===== src/rtl/alu_issue_queue_if.sv =====
// Command, ALU and result bundle for alu_issue_queue.
// slave: the issue queue; master: command source, ALU and result sink.
interface alu_issue_queue_if #(
    parameter int DEPTH = 4,
    parameter int TAGW  = 4
);
    localparam int CW = $clog2(DEPTH) + 1;

    logic            CMD_VALID;
    logic            CMD_READY;
    logic [7:0]      CMD_A;
    logic [7:0]      CMD_B;
    logic [2:0]      CMD_OP;

    logic [7:0]      ALU_A;
    logic [7:0]      ALU_B;
    logic [2:0]      ALU_OP;
    logic [7:0]      ALU_Y;
    logic            ALU_C;
    logic            ALU_V;
    logic            ALU_N;
    logic            ALU_Z;

    logic            RES_VALID;
    logic            RES_READY;
    logic [7:0]      RES_Y;
    logic            RES_C;
    logic            RES_V;
    logic            RES_N;
    logic            RES_Z;
    logic [TAGW-1:0] RES_TAG;

    logic            OVF_STICKY;
    logic            CLR_STICKY;
    logic [CW-1:0]   COUNT;

    modport slave (
        input  CMD_VALID, CMD_A, CMD_B, CMD_OP,
        output CMD_READY,
        output ALU_A, ALU_B, ALU_OP,
        input  ALU_Y, ALU_C, ALU_V, ALU_N, ALU_Z,
        output RES_VALID, RES_Y, RES_C, RES_V, RES_N, RES_Z, RES_TAG,
        input  RES_READY,
        output OVF_STICKY,
        input  CLR_STICKY,
        output COUNT
    );

    modport master (
        output CMD_VALID, CMD_A, CMD_B, CMD_OP,
        input  CMD_READY,
        input  ALU_A, ALU_B, ALU_OP,
        output ALU_Y, ALU_C, ALU_V, ALU_N, ALU_Z,
        input  RES_VALID, RES_Y, RES_C, RES_V, RES_N, RES_Z, RES_TAG,
        output RES_READY,
        input  OVF_STICKY,
        output CLR_STICKY,
        input  COUNT
    );
endinterface


===== src/rtl/alu_issue_queue.sv =====
// Issue/retire buffer around a combinational 8-bit ALU: command FIFO,
// head drive to the ALU, registered tagged result and sticky overflow.
// Ports: CLK, RST_N (async active-low), bus (alu_issue_queue_if.slave).
module alu_issue_queue #(
    parameter int DEPTH = 4,
    parameter int TAGW  = 4
) (
    input  logic          CLK,
    input  logic          RST_N,
    alu_issue_queue_if.slave bus
);
    localparam int AW = $clog2(DEPTH);
    localparam int CW = AW + 1;

    logic [7:0]      mem_a   [DEPTH];
    logic [7:0]      mem_b   [DEPTH];
    logic [2:0]      mem_op  [DEPTH];
    logic [TAGW-1:0] mem_tag [DEPTH];

    logic [AW-1:0]   wr_ptr;
    logic [AW-1:0]   rd_ptr;
    logic [CW-1:0]   count;
    logic [TAGW-1:0] tag_cnt;

    logic            res_valid;
    logic [7:0]      res_y;
    logic            res_c;
    logic            res_v;
    logic            res_n;
    logic            res_z;
    logic [TAGW-1:0] res_tag;
    logic            ovf;

    logic            not_empty;
    logic            cmd_ready;
    logic            push;
    logic            load;

    assign not_empty = (count != '0);
    // Full is decided on the registered count only: no bypass on pop.
    assign cmd_ready = (count != CW'(DEPTH));
    assign push      = bus.CMD_VALID & cmd_ready;
    assign load      = not_empty & (~res_valid | bus.RES_READY);

    // Storage needs no reset; the head is masked while empty.
    always_ff @(posedge CLK) begin
        if (push) begin
            mem_a[wr_ptr]   <= bus.CMD_A;
            mem_b[wr_ptr]   <= bus.CMD_B;
            mem_op[wr_ptr]  <= bus.CMD_OP;
            mem_tag[wr_ptr] <= tag_cnt;
        end
    end

    always_ff @(posedge CLK or negedge RST_N) begin
        if (!RST_N) begin
            wr_ptr  <= '0;
            rd_ptr  <= '0;
            count   <= '0;
            tag_cnt <= '0;
        end else begin
            if (push) begin
                wr_ptr  <= wr_ptr + 1'b1;
                tag_cnt <= tag_cnt + 1'b1;
            end
            if (load) begin
                rd_ptr <= rd_ptr + 1'b1;
            end
            case ({push, load})
                2'b10:   count <= count + 1'b1;
                2'b01:   count <= count - 1'b1;
                default: count <= count;
            endcase
        end
    end

    always_ff @(posedge CLK or negedge RST_N) begin
        if (!RST_N) begin
            res_valid <= 1'b0;
            res_y     <= '0;
            res_c     <= 1'b0;
            res_v     <= 1'b0;
            res_n     <= 1'b0;
            res_z     <= 1'b0;
            res_tag   <= '0;
        end else if (load) begin
            res_valid <= 1'b1;
            res_y     <= bus.ALU_Y;
            res_c     <= bus.ALU_C;
            res_v     <= bus.ALU_V;
            res_n     <= bus.ALU_N;
            res_z     <= bus.ALU_Z;
            res_tag   <= mem_tag[rd_ptr];
        end else if (bus.RES_READY) begin
            // Data fields hold after retirement; only valid drops.
            res_valid <= 1'b0;
        end
    end

    // A capture with V=1 wins over a same-cycle clear.
    always_ff @(posedge CLK or negedge RST_N) begin
        if (!RST_N) begin
            ovf <= 1'b0;
        end else if (load & bus.ALU_V) begin
            ovf <= 1'b1;
        end else if (bus.CLR_STICKY) begin
            ovf <= 1'b0;
        end
    end

    assign bus.CMD_READY  = cmd_ready;
    assign bus.ALU_A      = not_empty ? mem_a[rd_ptr]  : '0;
    assign bus.ALU_B      = not_empty ? mem_b[rd_ptr]  : '0;
    assign bus.ALU_OP     = not_empty ? mem_op[rd_ptr] : '0;
    assign bus.RES_VALID  = res_valid;
    assign bus.RES_Y      = res_y;
    assign bus.RES_C      = res_c;
    assign bus.RES_V      = res_v;
    assign bus.RES_N      = res_n;
    assign bus.RES_Z      = res_z;
    assign bus.RES_TAG    = res_tag;
    assign bus.OVF_STICKY = ovf;
    assign bus.COUNT      = count;
endmodule


===== src/flat_wrapper.sv =====
// flat-port wrapper written by rule: the top's interface ports become plain ports
module alu_issue_queue_flat 
#(
    parameter int DEPTH = 4,
    parameter int TAGW  = 4
)
  (CLK, RST_N, bus_CMD_VALID, bus_CMD_A, bus_CMD_B, bus_CMD_OP, bus_CMD_READY, bus_ALU_A, bus_ALU_B, bus_ALU_OP, bus_ALU_Y, bus_ALU_C, bus_ALU_V, bus_ALU_N, bus_ALU_Z, bus_RES_VALID, bus_RES_Y, bus_RES_C, bus_RES_V, bus_RES_N, bus_RES_Z, bus_RES_TAG, bus_RES_READY, bus_OVF_STICKY, bus_CLR_STICKY, bus_COUNT);
  alu_issue_queue_if #(.DEPTH(DEPTH), .TAGW(TAGW)) bus_i ();
  input  logic CLK;
  input  logic RST_N;
  input wire logic [$bits(bus_i.CMD_VALID)-1:0] bus_CMD_VALID;
  input wire logic [$bits(bus_i.CMD_A)-1:0] bus_CMD_A;
  input wire logic [$bits(bus_i.CMD_B)-1:0] bus_CMD_B;
  input wire logic [$bits(bus_i.CMD_OP)-1:0] bus_CMD_OP;
  output wire logic [$bits(bus_i.CMD_READY)-1:0] bus_CMD_READY;
  output wire logic [$bits(bus_i.ALU_A)-1:0] bus_ALU_A;
  output wire logic [$bits(bus_i.ALU_B)-1:0] bus_ALU_B;
  output wire logic [$bits(bus_i.ALU_OP)-1:0] bus_ALU_OP;
  input wire logic [$bits(bus_i.ALU_Y)-1:0] bus_ALU_Y;
  input wire logic [$bits(bus_i.ALU_C)-1:0] bus_ALU_C;
  input wire logic [$bits(bus_i.ALU_V)-1:0] bus_ALU_V;
  input wire logic [$bits(bus_i.ALU_N)-1:0] bus_ALU_N;
  input wire logic [$bits(bus_i.ALU_Z)-1:0] bus_ALU_Z;
  output wire logic [$bits(bus_i.RES_VALID)-1:0] bus_RES_VALID;
  output wire logic [$bits(bus_i.RES_Y)-1:0] bus_RES_Y;
  output wire logic [$bits(bus_i.RES_C)-1:0] bus_RES_C;
  output wire logic [$bits(bus_i.RES_V)-1:0] bus_RES_V;
  output wire logic [$bits(bus_i.RES_N)-1:0] bus_RES_N;
  output wire logic [$bits(bus_i.RES_Z)-1:0] bus_RES_Z;
  output wire logic [$bits(bus_i.RES_TAG)-1:0] bus_RES_TAG;
  input wire logic [$bits(bus_i.RES_READY)-1:0] bus_RES_READY;
  output wire logic [$bits(bus_i.OVF_STICKY)-1:0] bus_OVF_STICKY;
  input wire logic [$bits(bus_i.CLR_STICKY)-1:0] bus_CLR_STICKY;
  output wire logic [$bits(bus_i.COUNT)-1:0] bus_COUNT;
  assign bus_i.CMD_VALID = bus_CMD_VALID;
  assign bus_i.CMD_A = bus_CMD_A;
  assign bus_i.CMD_B = bus_CMD_B;
  assign bus_i.CMD_OP = bus_CMD_OP;
  assign bus_CMD_READY = bus_i.CMD_READY;
  assign bus_ALU_A = bus_i.ALU_A;
  assign bus_ALU_B = bus_i.ALU_B;
  assign bus_ALU_OP = bus_i.ALU_OP;
  assign bus_i.ALU_Y = bus_ALU_Y;
  assign bus_i.ALU_C = bus_ALU_C;
  assign bus_i.ALU_V = bus_ALU_V;
  assign bus_i.ALU_N = bus_ALU_N;
  assign bus_i.ALU_Z = bus_ALU_Z;
  assign bus_RES_VALID = bus_i.RES_VALID;
  assign bus_RES_Y = bus_i.RES_Y;
  assign bus_RES_C = bus_i.RES_C;
  assign bus_RES_V = bus_i.RES_V;
  assign bus_RES_N = bus_i.RES_N;
  assign bus_RES_Z = bus_i.RES_Z;
  assign bus_RES_TAG = bus_i.RES_TAG;
  assign bus_i.RES_READY = bus_RES_READY;
  assign bus_OVF_STICKY = bus_i.OVF_STICKY;
  assign bus_i.CLR_STICKY = bus_CLR_STICKY;
  assign bus_COUNT = bus_i.COUNT;
  alu_issue_queue #(.DEPTH(DEPTH), .TAGW(TAGW)) u_core (.CLK(CLK), .RST_N(RST_N), .bus(bus_i));
endmodule

===== config.mk =====
export PLATFORM = sky130hd
export DESIGN_NAME = alu_issue_queue_flat
export DESIGN_NICKNAME = d
export VERILOG_FILES = /design/src/rtl/alu_issue_queue_if.sv /design/src/rtl/alu_issue_queue.sv /design/src/flat_wrapper.sv
export SDC_FILE = /design/constraint.sdc
export NUM_CORES = 1
export LEC_CHECK = 0
export ABC_AREA = 1
export ABC_CLOCK_PERIOD_IN_PS = 3100
export CORE_MARGIN = 4
export CORE_UTILIZATION = 54
export DETAILED_ROUTE_END_ITERATION = 8
export GPL_ROUTABILITY_DRIVEN = 0
export PLACE_DENSITY = 0.8
export RECOVER_POWER = 50
export SLEW_MARGIN = 15
export SYNTH_ARGS = -nofsm -noshare
export SYNTH_HDL_FRONTEND = slang
export SYNTH_SLANG_ARGS = --single-unit

===== constraint.sdc =====
create_clock -name CLK -period 3.1 [get_ports CLK]
set_clock_uncertainty 0.15 [all_clocks]
set_input_delay 0.62 -clock CLK [delete_from_list [all_inputs] [get_ports CLK]]
set_output_delay 0.62 -clock CLK [all_outputs]
set_load 0.02 [all_outputs]

==> impl_metrics.yaml, run 1 <==
outcome:
  status: "finished with violations"
  failed_checks: "max-capacitance violations, max-slew violations"
layout:
  area_growth_pct: 29.5
  fillers: 601
  regArea_mm2: 0.00349
  layout.nets: 622
  multi_input_area_mm2: 0.00122
  post-route-util: 0.718
  drive_gt1_frac: 0.0728
  antenna_cells: 0
  post-route-cell-area_mm2: 0.00664
drt:
  wl_um: 10700
  num_vias: 3560
  wl_per_cell_um: 14.9
  first_pass_iters: 5
  vias_per_cell: 4.94
  drc_errors: 0
  first_iter_violations: 194
  ant_nets: 0
floorplanning:
  die-area_mm2: 0.0111
  die_w_um: 105
  start_util: 0.555
  die_h_um: 105
  core-area_mm2: 0.00924
  rows: 35
  ios: 77
logic_synthesis:
  ys.flop_type: "edfxtp_1"
  synth_xor_xnor_area_share: 0.0120
  ys_ff_latch: 121
  synth_top_area_share: 0.539
  yosysUniqueCellTypes: 22
  async_flop_share: 0.240
  synth_area_leader_cell: "edfxtp_1"
  synthMuxAreaShare: 0
  synthCells: 491
  synth_area_mm2: 0.00512
  synth_compound_area_frac: 0.0261
  synth_top_family_by_area: "simple AND/OR/NAND/NOR gates"
  ys_seq_area_frac: 0.681
  yosys.area_share.adder: 0.0186
  ys_top_cells_by_area: "edfxtp_1 (54%), nand2_1 (15%), dfrtp_1 (14%), inv_1 (5.3%), nand3_1 (2.8%)"
  synth-simple-area-share: 0.181
  synth_area_per_cell_um2: 10.4
  synth_edf_count: 92
  syn_nets: 534
  yosys_warnings: 0
timing:
  slew_violations: 30
  fin_tns_setup_ns: 0
  setup_violations: 0
  hold_violations: 0
  period_minus_slack_ns: 2.96
  rsz0062_at_grt: "no"
  slew_headroom: -0.0334
  fin_crit_sh: 0.956
  worst_slew_pin_slew_ns: 1.55
  fmaxAchievable_mhz: 338
worst_setup_path:
  r2r_slack_ns: 0.53
  required_ns: 2.33
  cp-start-kind: "flop"
  crit_start: "u_core.bus.COUNT[0]"
  path_max_fanout: 20
  cp-end-kind: "output port"
  crit_type: "flop to output port"
  r2r-start: "u_core.bus.COUNT[0]"
  arrival_ns: 2.19
placed_design:
  place_hpwl_um: 6560
  dpl-instance-area_mm2: 0.00604
  port-buffer-count: 76
global_routing:
  grt_pass1_vias: 3718
  grt_pass1_wl_um: 17600
  grt_max_degree: 48
  overflow: 0
  grt_usage: 0.206
  antenna_found_initial: 0
pwr:
  peakVddDrop_mv: 0.570
  power_density_mw_per_mm2: 1080
  p_leak_nw: 3.07
clocking:
  path_clk_slew_ns: 0.05
  cts_buffer_depth: 2
  cts_sinks: 121
  numCtsBuffers: 17
  insertion_delay_ns: 0.50
  cts-root-buf: "clkbuf_8"
  cts_tree: "yes"
  cts_max_level: 4
worst_hold_path:
  hold_path_class: "flop to flop"
  hold_path.startpoint: "u_core.bus.RES_Y[1]"
job:
  max_cap_viol_count: 1
## critical path, cell delays in order, from the launching register on
cell             delay [ns]
dfrtp_1                0.41
nor2_1                 0.19
nand2_1                0.11
inv_1                  0.07
buf_4                  0.28
a21oi_1                0.08
clkdlybuf4s50_1        0.55
## layer usage
layer | part of all wire | global-route usage | up-vias
li1 | - | - | 1727
met2 | 0.54 | 0.358 | 111
met5 | 0 | 0 | -
met4 | 0.026 | 0.0928 | 0
met1 | 0.38 | 0.235 | 1697
met3 | 0.049 | 0.0594 | 25
## layout by cell type (no fill, tap or decap), drive strengths merged
master / n
bufinv: 3
nand2: 200
nand4: 1
clkdlybuf4s50: 42
clkinv: 7
xor2: 3
nor2: 5
o21ai: 5
xnor2: 4
a21boi: 1
edfxtp: 92
o22ai: 1
clkbuf: 24
a21oi: 19
inv: 74
dlymetal6s2s: 13
nand3: 29
fa: 1
dfrtp: 29
dlygate4sd3: 21
buf: 11
ha: 6
## synth_stat cells, types with 5 or more instances
cell type / count
nand2_1: 199
edfxtp_1: 92
inv_1: 72
dfrtp_1: 29
nand3_1: 29
a21oi_1: 19
buf_2: 9
buf_4: 6
ha_1: 6
o21ai_0: 5
## report_power, final
part / internal [mW] / switching (mW)
Sequential: 2.23 / 0.212
Combinational: 1.13 / 1.74
Clock: 1.21 / 0.630
Total: 4.58 / 2.58
## area by class of cell
class,instances,share of cell area
Inverter,74,0.0426
Tap cell,129,0.0243
Sequential cell,121,0.526
Clock inverter,10,0.0192
Timing Repair Buffer,90,0.139
Clock buffer,21,0.0647
Multi-Input combinational cell,275,0.184
## registers in the layout (all words and copies together), names as in the netlist, 2 cells and up
register / cells
u_core.mem_op: 12
u_core.tag_cnt: 4
u_core.bus.RES_Y: 8
u_core.rd_ptr: 2
u_core.bus.RES_TAG: 4
u_core.mem_tag: 16
u_core.wr_ptr: 2
u_core.mem_b: 32
u_core.bus.COUNT: 3
u_core.mem_a: 32
## per-stage QoR
step	hold WS, ns	worst slack (ns)	cells	power, mW
final	0.329	0.138	720	7.16
after global routing	0.365	0.0181	720	7.57
after CTS	0.335	0.0109	720	7.27
after detailed placement	0.322	0.466	689	5.36
after global placement	0.312	0.525	689	5.26
after floorplan	0.174	0.515	491	4.19
## final timing paths
path                                        to  cells after the start
setup / recovery                 bus_ALU_OP[2]                      6
hold / removal             u_core.bus.RES_Y[1]                      2
setup reg to reg           u_core.bus.COUNT[2]                     11
hold reg to reg            u_core.bus.RES_Y[1]                      2
max in group asynchronous    u_core.tag_cnt[1]                      2
min in group asynchronous  u_core.bus.RES_Y[7]                      2
## logic make-up after synthesis
kind of cell / after synthesis
xor gates and xnor gates: 7
AOI/OAI and AO/OA: 26
adders and majority gates: 7
buffers and inverters: 95
and+or+nand+nor: 235
DFF: 121
## timing repair
action / 4_1_cts / 5_1_grt
endpoints found under the setup margin: 14 / 13
hold buffers: 0 / 0
resized for setup: 4 / 14
gates cloned: 0 / 0
setup buffers: 0 / 0
Note: power is estimated with default switching activity, not from simulation.
==> run 2, diff against run 1 <==
--- a/config.mk
+++ b/config.mk
@@ -6,7 +6,7 @@
 export NUM_CORES = 1
 export LEC_CHECK = 0
 export ABC_AREA = 1
-export ABC_CLOCK_PERIOD_IN_PS = 3100
+export ABC_CLOCK_PERIOD_IN_PS = 2900
 export CORE_MARGIN = 4
 export CORE_UTILIZATION = 54
 export DETAILED_ROUTE_END_ITERATION = 8
==> constraint.sdc (replaced) <==
create_clock -name CLK -period 2.9 [get_ports CLK]
set_clock_uncertainty 0.15 [all_clocks]
set_input_delay 0.58 -clock CLK [delete_from_list [all_inputs] [get_ports CLK]]
set_output_delay 0.58 -clock CLK [all_outputs]
set_load 0.02 [all_outputs]
==> impl_metrics.yaml, run 2 (synthesized netlist as in run 1, its figures left out) <==
clocking:
  cts_sinks: 121
  cts_tree: "yes"
  cts_max_level: 4
  path_clk_slew_ns: 0.06
  insertion_delay_ns: 0.51
  numCtsBuffers: 17
  cts_buffer_depth: 2
  hold_buffers: 0
  cts-root-buf: "clkbuf_8"
drt:
  wl_um: 11200
  first_iter_violations: 229
  wl_per_cell_um: 15.6
  vias_per_cell: 4.95
  first_pass_iters: 5
  ant_nets: 0
  num_vias: 3572
  drc_errors: 0
layout:
  post-route-cell-area_mm2: 0.00659
  final_cell_mix: "nand2_1 (200), edfxtp_1 (92), inv_1 (72), clkdlybuf4s50_1 (37)"
  drive_gt1_frac: 0.0776
  layout.nets: 625
  top_regs: "u_core.mem_a: 32 flops, u_core.mem_b: 32 flops, u_core.mem_tag: 16 flops"
  fillers: 608
  final_common_cell: "nand2_1"
  antenna_cells: 0
  area_growth_pct: 28.6
pwr:
  peakVddDrop_mv: 0.532
  power_density_mw_per_mm2: 1150
  power_mw: 7.59
  p_leak_nw: 2.98
global_routing:
  grt_max_degree: 48
  grt_pass1_wl_um: 18100
  antenna_found_initial: 0
  overflow: 0
  grt_usage: 0.212
  grt_pass1_vias: 3658
placed_design:
  port-buffer-count: 76
  place_hpwl_um: 6450
  dpl-instance-area_mm2: 0.00605
timing:
  fmaxAchievable_mhz: 363
  slew_violations: 30
  hold_violations: 0
  setup_violations: 0
  worst_slew_pin_slew_ns: 1.58
  fin_crit_sh: 0.949
  slew_headroom: -0.0535
  rsz0062_at_grt: "no"
  period_minus_slack_ns: 2.75
floorplanning:
  ios: 77
  core-area_mm2: 0.00924
  rows: 35
  die_h_um: 105
  die_w_um: 105
  start_util: 0.555
  die-area_mm2: 0.0111
outcome:
  failed_checks: "max-capacitance violations, max-slew violations"
  status: "finished with violations"
worst_setup_path:
  cp-end-kind: "output port"
  critical_path.cell_chain: "inv_4 > buf_4 > nand2_1 > nand2_1 > nand2_1 > a21oi_1 > dlygate4sd2_1"
  required_ns: 2.17
  crit_buf_inv: 3
  path_max_fanout: 11
  crit_top_cell: "nand2_1"
  cp-start-kind: "flop"
  worst_path_max_delay_cell: "dfrtp_1"
  arrival_ns: 2.02
  crit_path_max_incr_delay_ns: 0.44
  crit_family: "buffers and inverters"
  crit_type: "flop to output port"
job:
  max_cap_viol_count: 1
worst_hold_path:
  hold_path_class: "flop to flop"
==> run 2: cell types whose count changed in the layout (fill, tap and decap cells not counted), moves of 2 or more <==
cell | before | now
clkinvlp_4 | 0 | 2
dlygate4sd2_1 | 0 | 17
clkinv_2 | 5 | 3
dlymetal6s2s_1 | 13 | 2
buf_4 | 8 | 12
clkinv_1 | 1 | 3
clkbuf_1 | 7 | 5
clkdlybuf4s50_1 | 42 | 37
==> run 2: cell type report <==
cell class,count,area (µm²),area share
well taps,129,161,0.0245
multi-input cells,275,1220,0.186
inverters,74,280,0.0425
flip-flops and latches,121,3490,0.529
clock inverters,11,131,0.0199
repair buffers,93,886,0.134
clock buffers,19,422,0.0640
==> run 2: per-layer routing <==
metal / global-route usage / part of all wire / vias up
met1: 0.249 / 0.39 / 1719
met5: 0 / 0 / -
met4: 0.0834 / 0.018 / 0
met2: 0.378 / 0.55 / 113
met3: 0.0459 / 0.045 / 14
li1: - / - / 1726
==> run 2: worst register-to-register path, delay by kind of cell (launching register included) <==
family / cells / cell delay [ns]
buffers and inverters: 2 / 0.70
AND/OR/NAND/NOR: 4 / 0.47
flip-flops: 1 / 0.43
==> run 2: final timing paths <==
kind | start | to | slack, ns | cells after the start
worst max-delay path | u_core.rd_ptr[0] | bus_ALU_B[6] | 0.15 | 7
min in group asynchronous | RST_N | u_core.bus.RES_Y[4] | 0.85 | 2
worst min-delay path | u_core.bus.RES_TAG[0] | u_core.bus.RES_TAG[0] | 0.33 | 2
max in group asynchronous | RST_N | u_core.wr_ptr[0] | 0.83 | 2
worst max register to register | u_core.bus.COUNT[0] | u_core.mem_tag[1][2] | 0.89 | 6
worst min register to register | u_core.bus.RES_TAG[0] | u_core.bus.RES_TAG[0] | 0.33 | 2
==> run 2: through the flow <==
stage / setup WS [ns] / std cells / utilization / hold slack (ns) / setup TNS [ns]
detailed placement: 0.289 / 692 / 0.655 / 0.315 / 0
global route: 0.0425 / 722 / 0.713 / 0.355 / 0
global placement: 0.337 / 692 / 0.655 / 0.312 / 0
floorplan: 0.315 / 491 / - / 0.134 / 0
CTS: -0.151 / 722 / 0.714 / 0.300 / -0.199
finish: 0.148 / 722 / 0.713 / 0.331 / 0
==> run 2: where the power goes <==
part           switching [mW]  total, mW  internal (mW)  leakage, nW
clock network           0.693       1.97           1.28        0.266
registers               0.235       2.62           2.39         1.19
logic                    1.88       2.99           1.11         1.52
==> run 2: timing repair <==
item,in CTS,in global routing
gates cloned,0,0
buffers inserted,0,0
pin swaps,0,0
gates resized for setup,20,3
endpoints found under the setup margin,19,2
==> run 3, diff against run 2 <==
--- a/config.mk
+++ b/config.mk
@@ -6,12 +6,13 @@
 export NUM_CORES = 1
 export LEC_CHECK = 0
 export ABC_AREA = 1
-export ABC_CLOCK_PERIOD_IN_PS = 2900
+export ABC_CLOCK_PERIOD_IN_PS = 3200
 export CORE_MARGIN = 4
-export CORE_UTILIZATION = 54
+export CORE_UTILIZATION = 58
+export CTS_CLUSTER_SIZE = 16
 export DETAILED_ROUTE_END_ITERATION = 8
 export GPL_ROUTABILITY_DRIVEN = 0
-export PLACE_DENSITY = 0.8
+export PLACE_DENSITY = 0.85
 export RECOVER_POWER = 50
 export SLEW_MARGIN = 15
 export SYNTH_ARGS = -nofsm -noshare
==> constraint.sdc (replaced) <==
create_clock -name CLK -period 3.2 [get_ports CLK]
set_clock_uncertainty 0.15 [all_clocks]
set_input_delay 0.64 -clock CLK [delete_from_list [all_inputs] [get_ports CLK]]
set_output_delay 0.64 -clock CLK [all_outputs]
set_load 0.02 [all_outputs]
==> impl_metrics.yaml, run 3 (synthesized netlist as in run 1, its figures left out) <==
worst_setup_path:
  crit_buf_inv: 2
  worst_path_max_delay_cell: "clkdlybuf4s50_1"
  critical_path.cell_chain: "clkbuf_8 > nand2_1 > nand2_1 > nand2_1 > a21oi_1 > clkdlybuf4s50_1"
  crit_top_cell: "nand2_1"
  cp-start-kind: "flop"
  cp-end-kind: "output port"
  path_max_fanout: 47
  crit_type: "flop to output port"
  crit_path_max_incr_delay_ns: 0.64
  arrival_ns: 2.38
  required_ns: 2.41
  crit_family: "buffers and inverters"
global_routing:
  grt_pass1_wl_um: 18900
  overflow: 0
  grt_usage: 0.243
  antenna_found_initial: 0
  grt_max_degree: 48
  grt_pass1_vias: 3926
placed_design:
  place_hpwl_um: 6880
  dpl-instance-area_mm2: 0.00601
  port-buffer-count: 76
clocking:
  cts-root-buf: "clkbuf_8"
  cts_max_level: 4
  cts_sinks: 121
  cts_tree: "yes"
  path_clk_slew_ns: 0.06
  numCtsBuffers: 17
  cts_buffer_depth: 2
  insertion_delay_ns: 0.53
layout:
  final_common_cell: "nand2_1"
  top_regs: "u_core.mem_a: 32 flops, u_core.mem_b: 32 flops, u_core.mem_tag: 16 flops"
  area_growth_pct: 30.9
  final_cell_mix: "nand2_1 (199), edfxtp_1 (92), inv_1 (70), clkdlybuf4s50_1 (38)"
  layout.nets: 627
  drive_gt1_frac: 0.0955
  post-route-cell-area_mm2: 0.00671
  fillers: 486
  antenna_cells: 0
timing:
  worst_slew_pin_slew_ns: 1.56
  period_minus_slack_ns: 3.17
  hold_violations: 0
  slew_headroom: -0.0408
  slew_violations: 30
  fmaxAchievable_mhz: 316
  fin_crit_sh: 0.990
  setup_violations: 0
  rsz0062_at_grt: "yes"
outcome:
  status: "finished with violations"
  failed_checks: "max-capacitance violations, max-slew violations"
drt:
  first_iter_violations: 411
  drc_errors: 0
  wl_um: 12300
  first_pass_iters: 5
  num_vias: 3791
  ant_nets: 0
  vias_per_cell: 5.38
  wl_per_cell_um: 17.4
floorplanning:
  die_h_um: 102
  die_w_um: 102
  core-area_mm2: 0.00868
  rows: 34
  ios: 77
  die-area_mm2: 0.0104
  start_util: 0.591
pwr:
  power_density_mw_per_mm2: 1080
  p_leak_nw: 3.15
  peakVddDrop_mv: 0.555
  power_mw: 7.25
job:
  max_cap_viol_count: 1
worst_hold_path:
  hold_path_class: "flop to flop"
==> run 3: cell types whose count changed in the layout (fill, tap and decap cells not counted), sizes merged <==
cell           previous run  this run
dlygate4sd2              17         0
dlymetal6s2s              2        18
clkinvlp                  2         5
buf                      14        16
clkbuf                   22        20
bufinv                    3         4
clkdlybuf4s50            37        38
==> run 3: layout make-up <==
| type | count | area [µm²] | area share |
|---|---|---|---|
| clock buffers | 17 | 414 | 0.0617 |
| clock inverters | 15 | 200 | 0.0298 |
| inverters | 74 | 288 | 0.0429 |
| multi-input cells | 275 | 1220 | 0.182 |
| flip-flops and latches | 121 | 3490 | 0.520 |
| well taps | 108 | 135 | 0.0201 |
| repair buffers | 95 | 960 | 0.143 |
==> run 3: power by group <==
group          switching (mW)  internal, mW
clock                   0.710          1.27
combinational            1.77          1.11
sequential              0.228          2.16
==> run 3: routing by layer <==
layer,GRT usage,part of all wire,vias up
li1,-,-,1732
met1,0.289,0.38,1815
met2,0.409,0.52,206
met3,0.0594,0.073,38
met4,0.132,0.031,0
met5,0,0,-
==> run 3: worst paths after layout <==
kind | startpoint | endpoint | slack, ns | cells after the start
max in group asynchronous | RST_N | u_core.tag_cnt[1] | 1.10 | 2
worst max-delay path | u_core.rd_ptr[0] | bus_ALU_A[5] | 0.03 | 6
worst min-delay path | u_core.bus.RES_Y[5] | u_core.bus.RES_Y[5] | 0.33 | 2
worst min register to register | u_core.bus.RES_Y[5] | u_core.bus.RES_Y[5] | 0.33 | 2
worst max register to register | u_core.bus.COUNT[0] | u_core.bus.COUNT[2] | 0.93 | 10
min in group asynchronous | RST_N | u_core.bus.RES_TAG[1] | 0.89 | 2
==> run 3: worst min-delay path: stages, from the launching register on <==
cell and delay, ns:
dfrtp_1 0.34, nand2_1 0.05, nand2_1 0.06
==> run 3: what timing repair did <==
action	CTS	global route
hold buffers	0	0
pin swaps	0	0
gates resized for setup	4	19
buffers inserted	3	2
setup endpoints to repair	16	19
==> run 3: stage by stage <==
step / setup TNS, ns / hold slack [ns] / setup WS [ns] / util / cells
after floorplan: 0 / 0.194 / 0.615 / - / 491
after global placement: 0 / 0.312 / 0.483 / 0.692 / 668
after detailed placement: 0 / 0.314 / 0.429 / 0.692 / 668
after CTS: 0 / 0.338 / 0.00328 / 0.767 / 703
after global routing: -0.0686 / 0.353 / -0.0686 / 0.773 / 705
final: 0 / 0.332 / 0.0332 / 0.773 / 705
